### src/rtl/fetch_queue.sv
// Instruction fetch front end: issues word addresses to a fixed-latency read port,
// tracks requests in flight, and buffers pc-tagged instructions for decode.
module fetch_queue #(
    parameter int          DEPTH    = 4,
    parameter int          MEM_LAT  = 2,
    parameter logic [15:0] RESET_PC = 16'h0000
) (
    input  logic                         clk,
    input  logic                         rst,
    input  logic                         flush,
    input  logic [15:0]                  flush_target,
    input  logic                         halt,
    output logic [14:0]                  imem_raddr,
    input  logic [15:0]                  imem_rdata,
    output logic                         out_valid,
    input  logic                         out_ready,
    output logic [15:0]                  out_instr,
    output logic [15:0]                  out_pc,
    output logic [$clog2(DEPTH+1)-1:0]   count
);
    localparam int CW = $clog2(DEPTH + 1);
    localparam int PW = $clog2(DEPTH);
    localparam int SW = $clog2(DEPTH + MEM_LAT + 1);

    logic [15:0]   pc_q, pc_d;
    logic [CW-1:0] count_q, count_d;
    logic [PW-1:0] rd_ptr_q, rd_ptr_d;
    logic [PW-1:0] wr_ptr_q, wr_ptr_d;

    logic          pipe_valid_q [MEM_LAT];
    logic          pipe_valid_d [MEM_LAT];
    logic [15:0]   pipe_pc_q    [MEM_LAT];
    logic [15:0]   pipe_pc_d    [MEM_LAT];

    logic [15:0]   fifo_instr_q [DEPTH];
    logic [15:0]   fifo_instr_d [DEPTH];
    logic [15:0]   fifo_pc_q    [DEPTH];
    logic [15:0]   fifo_pc_d    [DEPTH];

    logic [SW-1:0] inflight;
    logic [SW-1:0] occupancy;
    logic          issue;
    logic          push;
    logic          pop;

    always_comb begin
        inflight = '0;
        for (int i = 0; i < MEM_LAT; i++) begin
            inflight = inflight + SW'(pipe_valid_q[i]);
        end
    end

    // Credit uses the registered count, so a pop only frees a slot from the next cycle.
    assign occupancy = SW'(count_q) + inflight;
    assign issue     = !flush && !halt && (occupancy < SW'(DEPTH));
    assign push      = pipe_valid_q[MEM_LAT-1] && !flush;
    assign pop       = (count_q != '0) && out_ready && !flush;

    assign pipe_valid_d[0] = issue;
    assign pipe_pc_d[0]    = pc_q;

    generate
        for (genvar gi = 1; gi < MEM_LAT; gi++) begin : g_pipe
            assign pipe_valid_d[gi] = pipe_valid_q[gi-1] && !flush;
            assign pipe_pc_d[gi]    = pipe_pc_q[gi-1];
        end
    endgenerate

    always_comb begin
        fifo_instr_d = fifo_instr_q;
        fifo_pc_d    = fifo_pc_q;
        if (push) begin
            fifo_instr_d[wr_ptr_q] = imem_rdata;
            fifo_pc_d[wr_ptr_q]    = pipe_pc_q[MEM_LAT-1];
        end
    end

    always_comb begin
        pc_d     = pc_q;
        count_d  = count_q;
        rd_ptr_d = rd_ptr_q;
        wr_ptr_d = wr_ptr_q;
        if (flush) begin
            pc_d     = flush_target & 16'hFFFE;
            count_d  = '0;
            rd_ptr_d = '0;
            wr_ptr_d = '0;
        end else begin
            if (issue) begin
                pc_d = pc_q + 16'd2;
            end
            count_d  = count_q + CW'(push) - CW'(pop);
            rd_ptr_d = rd_ptr_q + PW'(pop);
            wr_ptr_d = wr_ptr_q + PW'(push);
        end
    end

    always_ff @(posedge clk) begin
        pipe_pc_q    <= pipe_pc_d;
        fifo_instr_q <= fifo_instr_d;
        fifo_pc_q    <= fifo_pc_d;
        if (rst) begin
            pc_q     <= RESET_PC;
            count_q  <= '0;
            rd_ptr_q <= '0;
            wr_ptr_q <= '0;
            for (int i = 0; i < MEM_LAT; i++) begin
                pipe_valid_q[i] <= 1'b0;
            end
        end else begin
            pc_q         <= pc_d;
            count_q      <= count_d;
            rd_ptr_q     <= rd_ptr_d;
            wr_ptr_q     <= wr_ptr_d;
            pipe_valid_q <= pipe_valid_d;
        end
    end

    assign imem_raddr = pc_q[15:1];
    assign out_valid  = (count_q != '0);
    assign out_instr  = fifo_instr_q[rd_ptr_q];
    assign out_pc     = fifo_pc_q[rd_ptr_q];
    assign count      = count_q;

endmodule

### config.mk
export PLATFORM = sky130hd
export DESIGN_NAME = fetch_queue
export DESIGN_NICKNAME = d
export VERILOG_FILES = /design/src/rtl/fetch_queue.sv
export SDC_FILE = /design/constraint.sdc
export NUM_CORES = 1
export LEC_CHECK = 0
export BUFFER_PORTS_ARGS = -buffer_cell sky130_fd_sc_hd__buf_2
export CAP_MARGIN = 20
export CORE_MARGIN = 10
export CORE_UTILIZATION = 55
export DETAILED_ROUTE_END_ITERATION = 12
export HOLD_SLACK_MARGIN = 0.08
export PLACE_DENSITY = 0.87
export SLEW_MARGIN = 20
export SYNTH_ARGS = -nofsm -noshare
export SYNTH_HDL_FRONTEND = slang
export SYNTH_SLANG_ARGS = --single-unit
### constraint.sdc
create_clock -name clk -period 11.6 [get_ports clk]
set_clock_uncertainty 0.2 [all_clocks]
set_input_delay 1.16 -clock clk [delete_from_list [all_inputs] [get_ports clk]]
set_output_delay 1.16 -clock clk [all_outputs]
set_load 0.005 [all_outputs]
Yosys cells after proc, flatten, opt, wreduce, memory -nomap -nowiden:

Index checks and enable logic that the tools add are counted.

* flip-flop bits (word level): 185
* bits of input ports: 37
* output and inout bits: 51
* logic and storage cells: 54

* add/subtract/negate cells: 7
* order comparisons: 4
* muxes and demuxes: 12
* bitwise gates (word level): 2
* reduce and logical (&&, ||, !) cells: 12

Operators by type and width (count)
* bitwise mux 64 bit: 2
* two-way mux 16 bit: 7
* binary-select mux 16 bit (select 2 bit): 2
* demux 16 bit (select 2 bit): 1
* adder 16 x 2 -> 16 bit, second input constant: 1
* logical AND 1 bit: 7
* >= comparator 3 bit, second input constant: 2
* NOT 2 -> 3 bit: 2
* adder 2 x 1 -> 2 bit: 2
* adder 3 x 1 -> 3 bit: 1
* adder 3 x 2 -> 3 bit: 1
* < comparator 3 x 1 -> 1 bit, second input constant: 1
* < comparator 3 bit, second input constant: 1
* nonzero test 3 bit: 1
* subtractor 3 x 1 -> 3 bit: 1
* adder 1 x 1 -> 2 bit: 1
* zero test 1 bit: 2
* nonzero test 2 bit: 1
* OR reduction 2 bit: 1

Logic depth before layout (Yosys ltp):

Gate-level depths: netlist of the first run.

* word-level depth: 6
* depth in mapped cells: 9

Least setup slack after synthesis of the first run:

Ideal clock, no wire load.

* path kind: input to register
* start point: in flush
* end point: reg fifo_instr_q[48] (netlist name), enable pin
* library setup time: 0.464 ns
* data arrival time: 3.905 ns
* path slack: 7.031 ns
* stages on the path: 3
* buffers on the path: 1
* cell sequence: clkbuf_1 -> nor2b_1 -> nor3b_1

* word-level cells in the longest chain between the ends: 2

RTL lines
* start: declaration: RTL line 10 `input logic flush,`
* zero test 1 bit: RTL line 56 `assign push = pipe_valid_q[MEM_LAT-1] && !flush;`
* logical AND 1 bit: RTL line 56
* end signal: assignment: RTL line 100 `fifo_instr_q <= fifo_instr_d;`
* end: declaration: RTL line 35 `logic [15:0] fifo_instr_q [DEPTH];`

No other way between the ends.
A chain may end at the register's enable or synchronous reset.

Worst setup path in the final report of the first run:

* start point: reg rd_ptr_q[0]
* end point: out out_pc[9]

* word-level cells in the longest chain between the ends: 4

RTL lines
* start: declaration: RTL line 27 `logic [PW-1:0] rd_ptr_q, rd_ptr_d;`
* start signal: assignment: RTL line 113 `rd_ptr_q <= rd_ptr_d;`
* NOT 2 -> 3 bit (implied by the code): RTL line 122 `assign out_pc = fifo_pc_q[rd_ptr_q];`
* binary-select mux 16 bit (select 2 bit): RTL line 122
* two-way mux 16 bit (implied by the code) (2 in a row): RTL line 122
* end: declaration: RTL line 18 `output logic [15:0] out_pc,`

No other way between the ends. The select of a mux whose other input is x is not followed.

==> results.cfg, run 1 <==
[status]
status = finished, final reports clean

[floorplanning]
fp.dieW_um = 129
die_y_um = 129
core_um2 = 11600
dieArea_um2 = 16700
start_util = 0.569
row_count = 39
pin_count = 88

[worst_setup_path]
critPathBufInv = 2
cp_slowest_stage_delay_ns = 0.61
worstPathRequired_ns = 10.24
cp_cell_sequence = buf_4 > mux4_2 > buf_2
reg2regPathDepth = 9
crit_type = flop to output pin
cp_max_fo = 30
reg2reg_to = count[2]
worstPathArrival_ns = 2.09
worstSetupEndpointType = output pin
r2r-start = count[1]
worstSetupStartpointType = flop
crit_slowest_cell = mux4_2
path_delay_family = buffers and inverters
reg2reg_slack_ns = 9.08

[drt]
drt-vias-per-instance = 5.77
route.met2.wl_um = 5740
vias = 3489
drtPass1Iterations = 4
post_drt_wl_per_cell_um = 19.9
highest_layer = met4
wl_met3_um = 766
drcViolationCount = 0
wl_met1_um = 5430
drt_iter0_markers = 232
postRouteWirelength_um = 12100
ant_nets = 0

[yosys]
synth.area.top_cells = edfxtp_1, dfxtp_1, mux4_2
syn_area_um2 = 6580
yosys.area_share.xor_xnor = 0.00798
postSynthCellCount = 374
synth_edf_count = 124
syn_area_per_cell_um2 = 17.6
syn_nets = 416
synth_fa_ha_area_frac = 0.0106
ys_types = 45
synth-simple-area-share = 0.0652
synth_ff_type = edfxtp_1
yosysSeqAreaShare = 0.730
synth_top_area_frac = 0.566
ys_async_sr_fraction = 0
synthMuxAreaShare = 0.106
synth_area_leader_cell = edfxtp_1
synth_top_family_by_area = multiplexers
synth_compound_area_frac = 0.0450
ys_warn_count = 0
ys_ff_latch = 178

[final_layout]
nets = 491
final_cell_count_no_fill = 605
antennaDiodeCount = 0
syn_to_final_growth_pct = 16.1
design_area_um2 = 7640
layout-drive-gt1-share = 0.346

[clocking]
cts_hold_buf = 0
post_cts_buffers = 0
root_buffer = clkbuf_16
htree_levels = 4
cts.clk_slew.worst_paths_ns = 0.07
cts_tree = done
cts.sinks = 178
clock_path_buffers = 2
ctsResizeCount = 0
cts_inserted_buffers = 17
clk_latency_ns = 0.41

[placed_design]
place_inst = 573
routabilityCongestion = 0.844
port_buffers = 85
hpwl_um = 7440
dpl_worst_slack_ns = 8.32
placed_area_um2 = 7040

[sta]
rsz0062_at_grt = false
drv_slew = 0
fin_crit_ns = 3.45
fin_ws_ns = 8.15
hold_violations = 0
slew_headroom = 0.336
fin_crit_sh = 0.297
setup_tns_ns = 0
fmax_mhz = 290
max_slew.worst_pin.slew_ns = 0.994
final-setup-viol-count = 0

[grt]
grt_pass1_wl_um = 19200
first_global_vias = 3670
grt_max_degree = 32
track_usage = 0.149
overflow = 0
antenna_found_initial = 0

[power_and_ir_drop]
vdd_drop_max_mv = 0.113
leakage_nw = 2.68
pwr_density_cell_nw_per_um2 = 171

[worst_hold_path]
hp-class = flop to flop
hold_depth = 0
whs_endpoint = pipe_pc_q[13]
min_from = pipe_pc_d[13]

[run]
maxCapViolations = 0
layer usage:
metal / global-route usage / vias up
met1: 0.195 / 1743
met5: 0 / -
met4: 0.0589 / 0
li1: - / 1617
met2: 0.227 / 115
met3: 0.0473 / 14
logic make-up (layout without fill, tap and decap cells):
kind of cell	Yosys count	in the layout
and+or+nand+nor	75	75
DFF	178	178
muxes	31	31
adders and majority gates	5	5
xor gates and xnor gates	6	6
other	1	1
buffers and inverters	41	129
AOI/OAI and AO/OA	37	37
cell usage after synthesis, drive strengths merged, types with 2 or more instances:
cell / n
nand2: 9
o31ai: 7
xnor2: 4
a21oi: 2
or4: 7
inv: 7
nor3: 3
or2: 2
clkbuf: 10
xor2: 2
nand4: 2
edfxtp: 124
o21ai: 4
a311oi: 9
or3: 5
a211oi: 4
a2111oi: 5
nand3b: 3
and3: 3
dfxtp: 54
and4: 5
nor3b: 2
ha: 4
buf: 24
nor2: 20
mux4: 31
nor2b: 3
nand3: 5
and2: 3
nor4: 2
how the worst max path moves through the flow:
stage                           start               end  slack [ns]  cells past startpoint
after detailed placement        flush  fifo_instr_q[26]        8.32                      4
after CTS                 rd_ptr_q[0]         out_pc[9]        8.09                      3
after floorplan                 flush  fifo_instr_q[48]        7.03                      3
final                     rd_ptr_q[0]         out_pc[9]        8.15                      3
after global routing      rd_ptr_q[0]         out_pc[9]        8.00                      3
after global placement          flush  fifo_instr_q[29]        8.41                      4
registers in the layout, summed over array words and instances (netlist names):
signal	count
count	3
fifo_instr_q	64
fifo_pc_q	60
pc_q	15
pipe_pc_d	15
pipe_pc_q	15
pipe_valid_q	2
rd_ptr_q	2
wr_ptr_q	2
cells in the final DEF, fill, tap and decap left out, drive strengths merged, types with 4 or more instances in the layout:
cell,n
edfxtp,124
buf,90
dfxtp,54
mux4,31
nor2,20
clkbuf,19
inv,11
nand2,9
a311oi,9
o31ai,7
or4,7
or3,5
and4,5
nand3,5
a2111oi,5
o21ai,4
a211oi,4
xnor2,4
ha,4
layout make-up:
cell class / count / area, µm²
flip-flops and latches: 178 / 4810
repair buffers: 90 / 463
fillers: 773 / 3920
multi-input cells: 155 / 1560
well taps: 143 / 179
inverters: 7 / 26.3
clock inverters: 13 / 175
clock buffers: 19 / 433
power breakdown:
group / total (mW) / internal, mW / switching (mW)
combinational: 0.0279 / 0.0128 / 0.0151
sequential: 0.703 / 0.692 / 0.0116
clock: 0.579 / 0.344 / 0.235
stage by stage:
step | hold WS, ns | total power [mW] | utilization
after CTS | 0.121 | 1.32 | 0.661
after global routing | 0.124 | 1.35 | 0.661
final | 0.121 | 1.31 | 0.661
after detailed placement | 0.112 | 0.745 | 0.608
after global placement | 0.110 | 0.742 | 0.608
after floorplan | 0.110 | 0.731 | -
Power figures use the tool's default switching activity.
==> run 2: changes to the inputs <==
Clock period 11.6 ns to 3.6 ns, I/O delays scaled along.
==> results.cfg, run 2 (synthesis gave the netlist of run 1 again) <==
[worst_setup_path]
cp_slowest_stage_delay_ns = 0.61
crit_slowest_cell = or4_1
cp_max_fo = 20
worstSetupStartpointType = flop
crit_type = flop to flop
worstSetupEndpointType = flop
cp_cell_sequence = ha_1 > a21o_1 > a22o_1 > or4_1 > a311oi_1
worstPathArrival_ns = 2.72
worstPathRequired_ns = 3.70

[placed_design]
hpwl_um = 7920
port_buffers = 85
placed_area_um2 = 7040
place_inst = 571
routabilityCongestion = 0.842

[grt]
overflow = 0
grt_max_degree = 33
track_usage = 0.161
antenna_found_initial = 0
first_global_vias = 4004
grt_pass1_wl_um = 20900

[clocking]
cts_hold_buf = 31
cts_inserted_buffers = 17
ctsResizeCount = 0
cts_tree = done
cts.sinks = 178
post_cts_buffers = 0
root_buffer = clkbuf_16
htree_levels = 4
cts.clk_slew.worst_paths_ns = 0.07
clk_latency_ns = 0.41
clock_path_buffers = 2

[sta]
fin_crit_ns = 2.62
final-setup-viol-count = 0
max_slew.worst_pin.slew_ns = 0.896
setup_tns_ns = 0
rsz0062_at_grt = false
drv_slew = 0
hold_ws_ns = 0.110
fmax_mhz = 382
fin_crit_sh = 0.727
slew_headroom = 0.403
hold_violations = 0

[final_layout]
reg.largest.list = fifo_instr_q: 64 flops, fifo_pc_q: 60 flops
top_register = fifo_instr_q
ff_latch_area_um2 = 4810
final_common_cell = edfxtp_1
antennaDiodeCount = 0
final_cell_count_no_fill = 634
nets = 520
fill_cells = 738
syn_to_final_growth_pct = 21.1
largest_register_ff_count = 64
final_cell_mix = edfxtp_1, buf_2, dfxtp_1
multi_input_area_um2 = 1570
design_area_um2 = 7970
layout-drive-gt1-share = 0.328

[floorplanning]
die_y_um = 129
core_um2 = 11600
start_util = 0.569
pin_count = 88
row_count = 39
dieArea_um2 = 16700
fp.dieW_um = 129

[power_and_ir_drop]
vdd_drop_max_mv = 0.404
leakage_nw = 2.81
pwr_density_cell_nw_per_um2 = 532

[drt]
drt_iter0_markers = 226
vias = 3637
postRouteWirelength_um = 12900
drtPass1Iterations = 4
drcViolationCount = 0
post_drt_wl_per_cell_um = 20.4
drt-vias-per-instance = 5.74
ant_nets = 0

[worst_hold_path]
hp-class = primary input to flop

[status]
status = finished, final reports clean

[run]
maxCapViolations = 0
-- run 2: cell count changes in the layout (fill, tap and decap cells not counted), moves of 2 or more --
cell           previous run  this run
inv_4                     0         2
clkinvlp_4                3         0
dlygate4sd3_1             0        31
clkbuf_16                17        20
buf_4                     5         2
inv_6                     2         5
bufinv_16                 3         1
-- run 2: final timing paths --
path / from / end / slack [ns] / cells after the start
max: count[0] / pc_q[7] / 0.98 / 5
min: halt / pipe_valid_q[1] / 0.11 / 2
max reg2reg: count[0] / pc_q[7] / 0.98 / 5
min reg2reg: pipe_pc_d[3] / pipe_pc_q[3] / 0.13 / 0
-- run 2: where the power goes --
part,switching [mW],internal [mW]
Combinational,0.0554,0.0635
Clock,0.759,1.10
Sequential,0.0393,2.23
-- run 2: metal layers --
| layer | routed length, µm | GRT usage | part of all wire |
|---|---|---|---|
| met3 | 846 | 0.0526 | 0.065 |
| met4 | 114 | 0.0575 | 0.0088 |
| met1 | 5510 | 0.199 | 0.43 |
| met2 | 6470 | 0.262 | 0.50 |
| met5 | 0 | 0 | 0 |
-- run 2: per-stage QoR --
step / utilization / worst slack (ns) / total power [mW]
floorplan: - / 0.846 / 2.35
global placement: 0.609 / 1.15 / 2.39
detailed placement: 0.609 / 1.05 / 2.40
CTS: 0.689 / 0.988 / 4.27
global route: 0.689 / 0.766 / 4.37
finish: 0.689 / 0.981 / 4.24
-- run 2: worst max-delay path, delay by kind of cell, from the launching register on --
family	cells	cell delay (ns)
compound gates	3	1.01
fa+ha+maj	1	0.28
flops	1	0.40
simple gates	1	0.61
-- run 2: final cells by class --
cell class / count / area share
Sequential cell: 178 / 0.603
Multi-Input combinational cell: 155 / 0.197
Timing Repair Buffer: 119 / 0.0967
Clock buffer: 22 / 0.0637
Tap cell: 143 / 0.0225
Clock inverter: 10 / 0.0133
Inverter: 7 / 0.00330
